==> src/rtl/pipe_ctrl.sv <==
// pipe_ctrl: merges stage stall requests, schedules EX branch redirects, and counts stall cycles and flushes.
module pipe_ctrl #(
  parameter int CNT_W = 16,
  parameter int PC_W  = 32
) (
  input  logic             clk,
  input  logic             rst,
  input  logic             stallreq_if,
  input  logic             stallreq_id,
  input  logic             stallreq_ex,
  input  logic             stallreq_mem,
  input  logic             branch_flag,
  input  logic [PC_W-1:0]  branch_target,
  output logic [5:0]       stall,
  output logic             flush,
  output logic [PC_W-1:0]  new_pc,
  output logic             redirect,
  output logic             redirect_pending,
  output logic [CNT_W-1:0] stall_cycles,
  output logic [CNT_W-1:0] flush_count
);
  typedef enum logic {IDLE, WAIT_IF} state_t;
  state_t state, state_nx;
  logic [PC_W-1:0] pend_pc;
  logic waiting, accept, defer;
  always_comb begin
    waiting = state == WAIT_IF;
    stall = stallreq_mem ? 6'b011111 : stallreq_ex ? 6'b001111 :
            stallreq_id  ? 6'b000111 : stallreq_if ? 6'b000011 : 6'b000000;
    stall = waiting ? (stall | 6'b000011) : stall;
    accept = !waiting && branch_flag && !stall[3];
    defer = accept && stallreq_if;
    flush = accept || (waiting && !stallreq_if);
    redirect = !stallreq_if && (accept || waiting);
    new_pc = !redirect ? '0 : waiting ? pend_pc : branch_target;
    redirect_pending = waiting;
    state_nx = defer ? WAIT_IF : (waiting && !stallreq_if) ? IDLE : state;
  end
  always_ff @(posedge clk or negedge rst) begin
    if (!rst) begin
      state <= IDLE;
      pend_pc <= '0;
      stall_cycles <= '0;
      flush_count <= '0;
    end else begin
      state <= state_nx;
      if (defer) pend_pc <= branch_target;
      if (stall[0] && !(&stall_cycles)) stall_cycles <= stall_cycles + CNT_W'(1);
      if (flush && !(&flush_count)) flush_count <= flush_count + CNT_W'(1);
    end
  end
endmodule

==> config.mk <==
export PLATFORM = sky130hd
export DESIGN_NAME = pipe_ctrl
export DESIGN_NICKNAME = d
export VERILOG_FILES = /design/src/rtl/pipe_ctrl.sv
export SDC_FILE = /design/constraint.sdc
export NUM_CORES = 1
export LEC_CHECK = 0
export CAP_MARGIN = 20
export CORE_ASPECT_RATIO = 0.8
export CORE_UTILIZATION = 40
export CTS_BUF_LIST = sky130_fd_sc_hd__clkbuf_4 sky130_fd_sc_hd__clkbuf_8
export DETAILED_ROUTE_END_ITERATION = 10
export GPL_TIMING_DRIVEN = 1
export PLACE_DENSITY_LB_ADDON = 0.15
export SYNTH_ARGS = -nofsm -noshare
export SYNTH_HDL_FRONTEND = slang
export SYNTH_SLANG_ARGS = --single-unit
==> constraint.sdc <==
create_clock -name clk -period 2.5 [get_ports clk]
set_clock_uncertainty 0.2 [all_clocks]
set_input_delay 0.375 -clock clk [delete_from_list [all_inputs] [get_ports clk]]
set_output_delay 0.375 -clock clk [all_outputs]
set_load 0.01 [all_outputs]
==> metrics.md <==
| Metric | Value |
|---|---|
| Clk buf depth | 2 |
| Final Max Slew Viols | 0 |
| CP Buf/Inv Count | 3 |
| Remaining routing DRC violations | 0 |
| FF-to-FF path depth | 5 |
| Worst path cell trace | clkdlybuf4s50_1, nor2_2, a21oi_1, or2_4, clkbuf_16, nor2_1, clkdlybuf4s15_1 |
| Async SR Flop Fraction | 100% |
| Largest net degree at the start of global routing | 66 |
| Yosys warnings | 0 |
| Clock Latency Late Sink | between 0.3 and 0.4 ns |
| Post-Synth Simple-Gate Area | 17.5% |
| Register area | 1630 um^2 |
| Finish-stage setup viols | 0 |
| Crit end category | output port |
| Post-synth EDFFs | 0 |
| Pwr Density | ~700 nW/um^2 |
| Initial drt markers | 78 |
| Util after Layout | 61.4% |
| Outcome | finished, final reports clean |
| Area leader, netlist | dfrtp_1 |
| Max-cap viol count | 0 |
| Minimum clock period | about 2.4 ns |
| Worst-margin pin slew | 0.633 ns |
| GRT Util Overall | 18.9% |
| Global-route wire length before repair | roughly 13 mm |
| Worst Hold Launch | pend_pc[2]$_DFFE_PN0P_ |
| Sum Neg Setup Slack | 0 ns |
| Rel. slew slack | a little under three fifths |
| Adder-Cell Fraction of Synth Area | less than 1% |
| Root Driver | clkbuf_8 |
| Post-Synth XOR/XNOR Area | 7.32% |
| Cell Rows | 29 |
| Inserted Clock Buffers | 9 |
| Fill cells | 683 |
| R2r startpoint | flush_count[0]$_DFFE_PN0P_ |
| Vias in the first global route | 2640 |
| CP Data Required Time | about 1.9 ns |
| Final hold violations | 0 |
| Post-synthesis cell type count | 40 |
| Total Wirelength | just under 8 mm |
| VDD IR max | between 0.0004 and 0.0005 V |
| Cell area after synthesis | 3350 um^2 |
| Final nets | 464 |
| 1st-pass router iterations | 4 |
| Main combinational cell family by area after synthesis | multiplexers |
| Worst hold endpoint | pend_pc[2]$_DFFE_PN0P_ |
| Average routed wire per standard cell | 14.5 um |
| DP Wirelength | between 5 and 6 mm |
| Core area | 8020 um^2 |
| Largest stage delay, worst path | approximately 0.43 ns |
| Slowest CP cell | clkdlybuf4s50_1 |
| Compound-cell area share of the yosys netlist | 1.57% |
| Layout overhead on the synthesized area | 47.1% |
| Synth Flop Type | dfrtp_1 |
| Die footprint | 8740 um^2 |
| Critical path's top delay family | buffers and inverters |
| Syn_area_per_cell | 11.3 um^2 |
| Post-synthesis cell count | a little under 300 |
| Post-DRT Antenna Nets | 0 |
| Chip width | 104 um |
| Vias per cell | 4.91 |
| Vias | 2630 |
| Crit-path max FO | 16 |
| Multiplexer area fraction after synthesis | 21.4% |
| Antenna cell count | 0 |
| CTS tree | yes |
| Footprint of the multi-input gates | 1650 um^2 |
| Max Freq | slightly above 400 MHz |
| Area contributors post-synth | dfrtp_1, mux2_2, mux2i_1 |
| Synth Register Bits | 65 |
| Crit path arrival time | 1.87 ns |
| GRT overflow | 0 |
| Dpl cell area | 4690 um^2 |
| Buffers on Ports | 110 |
| R2r setup slk | 0.39 ns |
| P_leak | 2.15 nW |
| Synth top area share | around 50% |
| H-tree depth | 3 |
| Clk sink count | 65 |
| Period utilisation layout | 97.7% |
| Initial core utilization | 41.8% |
| Die H | roughly 84 um |
| Sequential area share after synthesis | 48.6% |
| CP startpoint kind | input pin |
| Initial antenna violation count | 0 |
| Reg clk slew, reported paths | around 0.060 ns |
| Hold Crit Depth | 1 |
| Reg2reg end | flush_count[1]$_DFFE_PN0P_ |
| # IOs | 112 |
| Type of the worst setup path | in -> out |
| Layout cells sized above 1 | 21.3% |
| Syn_nets | ~340 |
| Final instance area | between 4000 and 5000 um^2 |
| Min-delay worst type | reg -> reg |
| Final Wtd Congestion | roughly 0.81 |
state kept, by name (all words and copies together), names as in the netlist:
| signal | count |
|---|---|
| stall_cycles | 16 |
| pend_pc | 32 |
| flush_count | 16 |
| redirect_pending | 1 |
cell usage after synthesis (2+ instances only):
| cell | count |
|---|---|
| nor4_1 | 3 |
| xor2_1 | 21 |
| mux2i_1 | 32 |
| a21oi_1 | 3 |
| nor3_1 | 10 |
| nor4b_1 | 3 |
| ha_1 | 2 |
| nor2_1 | 41 |
| nand4b_1 | 3 |
| mux2_2 | 34 |
| nand4_1 | 6 |
| nor2b_1 | 2 |
| a31oi_1 | 2 |
| inv_1 | 5 |
| buf_1 | 3 |
| nand3_1 | 8 |
| nor3b_1 | 4 |
| buf_4 | 4 |
| clkbuf_1 | 7 |
| dfrtp_1 | 65 |
| nand2_1 | 12 |
| xnor2_1 | 7 |
| and3_1 | 3 |
how the worst max path moves through the flow:
stage                            start    endpoint  slack, ns  depth (start not counted)
after floorplan           stallreq_mem  new_pc[10]       0.52                          6
after global placement    stallreq_mem   new_pc[7]      -0.28                          7
after detailed placement  stallreq_mem   new_pc[3]      -0.29                          7
after CTS                  stallreq_ex   new_pc[3]     -0.002                          7
after global routing      stallreq_mem   new_pc[3]     -0.004                          7
final                     stallreq_mem  new_pc[29]       0.06                          7
power breakdown:
part / internal [mW] / switching, mW
clock: 0.606 / 0.383
combinational: 0.558 / 0.362
sequential: 1.29 / 0.220
total: 2.45 / 0.966
area by class of cell:
class | count | area share, %
tap | 108 | 2.74
timing repair buffer | 130 | 25.8
sequential | 65 | 33.1
inverter | 5 | 0.381
multi-input combinational | 212 | 33.5
clock inverter | 3 | 1.32
clock buffer | 13 | 3.13
cell usage in the layout, fill, tap and decap left out, drive strengths merged, types with 3 or more instances in the layout:
| cell | count |
|---|---|
| a21oi | 3 |
| and3 | 3 |
| buf | 19 |
| clkbuf | 21 |
| clkdlybuf4s15 | 14 |
| clkdlybuf4s50 | 73 |
| dfrtp | 65 |
| dlygate4sd2 | 13 |
| inv | 5 |
| mux2 | 35 |
| mux2i | 32 |
| nand2 | 12 |
| nand3 | 8 |
| nand4 | 7 |
| nand4b | 3 |
| nor2 | 41 |
| nor3 | 10 |
| nor3b | 4 |
| nor4 | 4 |
| nor4b | 4 |
| xnor2 | 7 |
| xor2 | 21 |
routing by layer:
layer / global-route usage [%] / vias up / wire length (um)
met5: 0 / - / 0
met4: 5.06 / 0 / 67
met3: 6.95 / 8 / 487
met2: 29.0 / 80 / 3550
met1: 25.2 / 1245 / 3660
li1: - / 1297 / -
metrics by stage:
step                hold slack (ns)  setup slack, ns  power [mW]  std cells
global placement              0.220           -0.276        2.42        517
CTS                           0.309         -0.00193        3.45        535
detailed placement            0.221           -0.293        2.45        517
finish                        0.306           0.0571        3.41        536
global route                  0.317         -0.00411        3.64        536
floorplan                    -0.121            0.516        1.95        297
timing repair:
action / 4_1_cts / 5_1_grt
hold buffers: 1 / 0
endpoints found under the setup margin: 34 / 35
hold endpoints to repair: 65 / 0
setup buffers: 1 / 0
pin swaps: 2 / 1
resized for setup: 47 / 25
gates cloned: 0 / 1
logic make-up (layout without fill, tap and decap cells):
logic type | count (synthesis) | after routing
adder cells (fa/ha/maj) | 2 | 2
AO/OA/AOI/OAI | 8 | 8
XOR/XNOR | 28 | 28
AND/OR/NAND/NOR | 106 | 106
buffers and inverters | 20 | 151
other | 1 | 1
multiplexers | 67 | 67
flip-flops | 65 | 65
(Power assumes the default switching activity.)
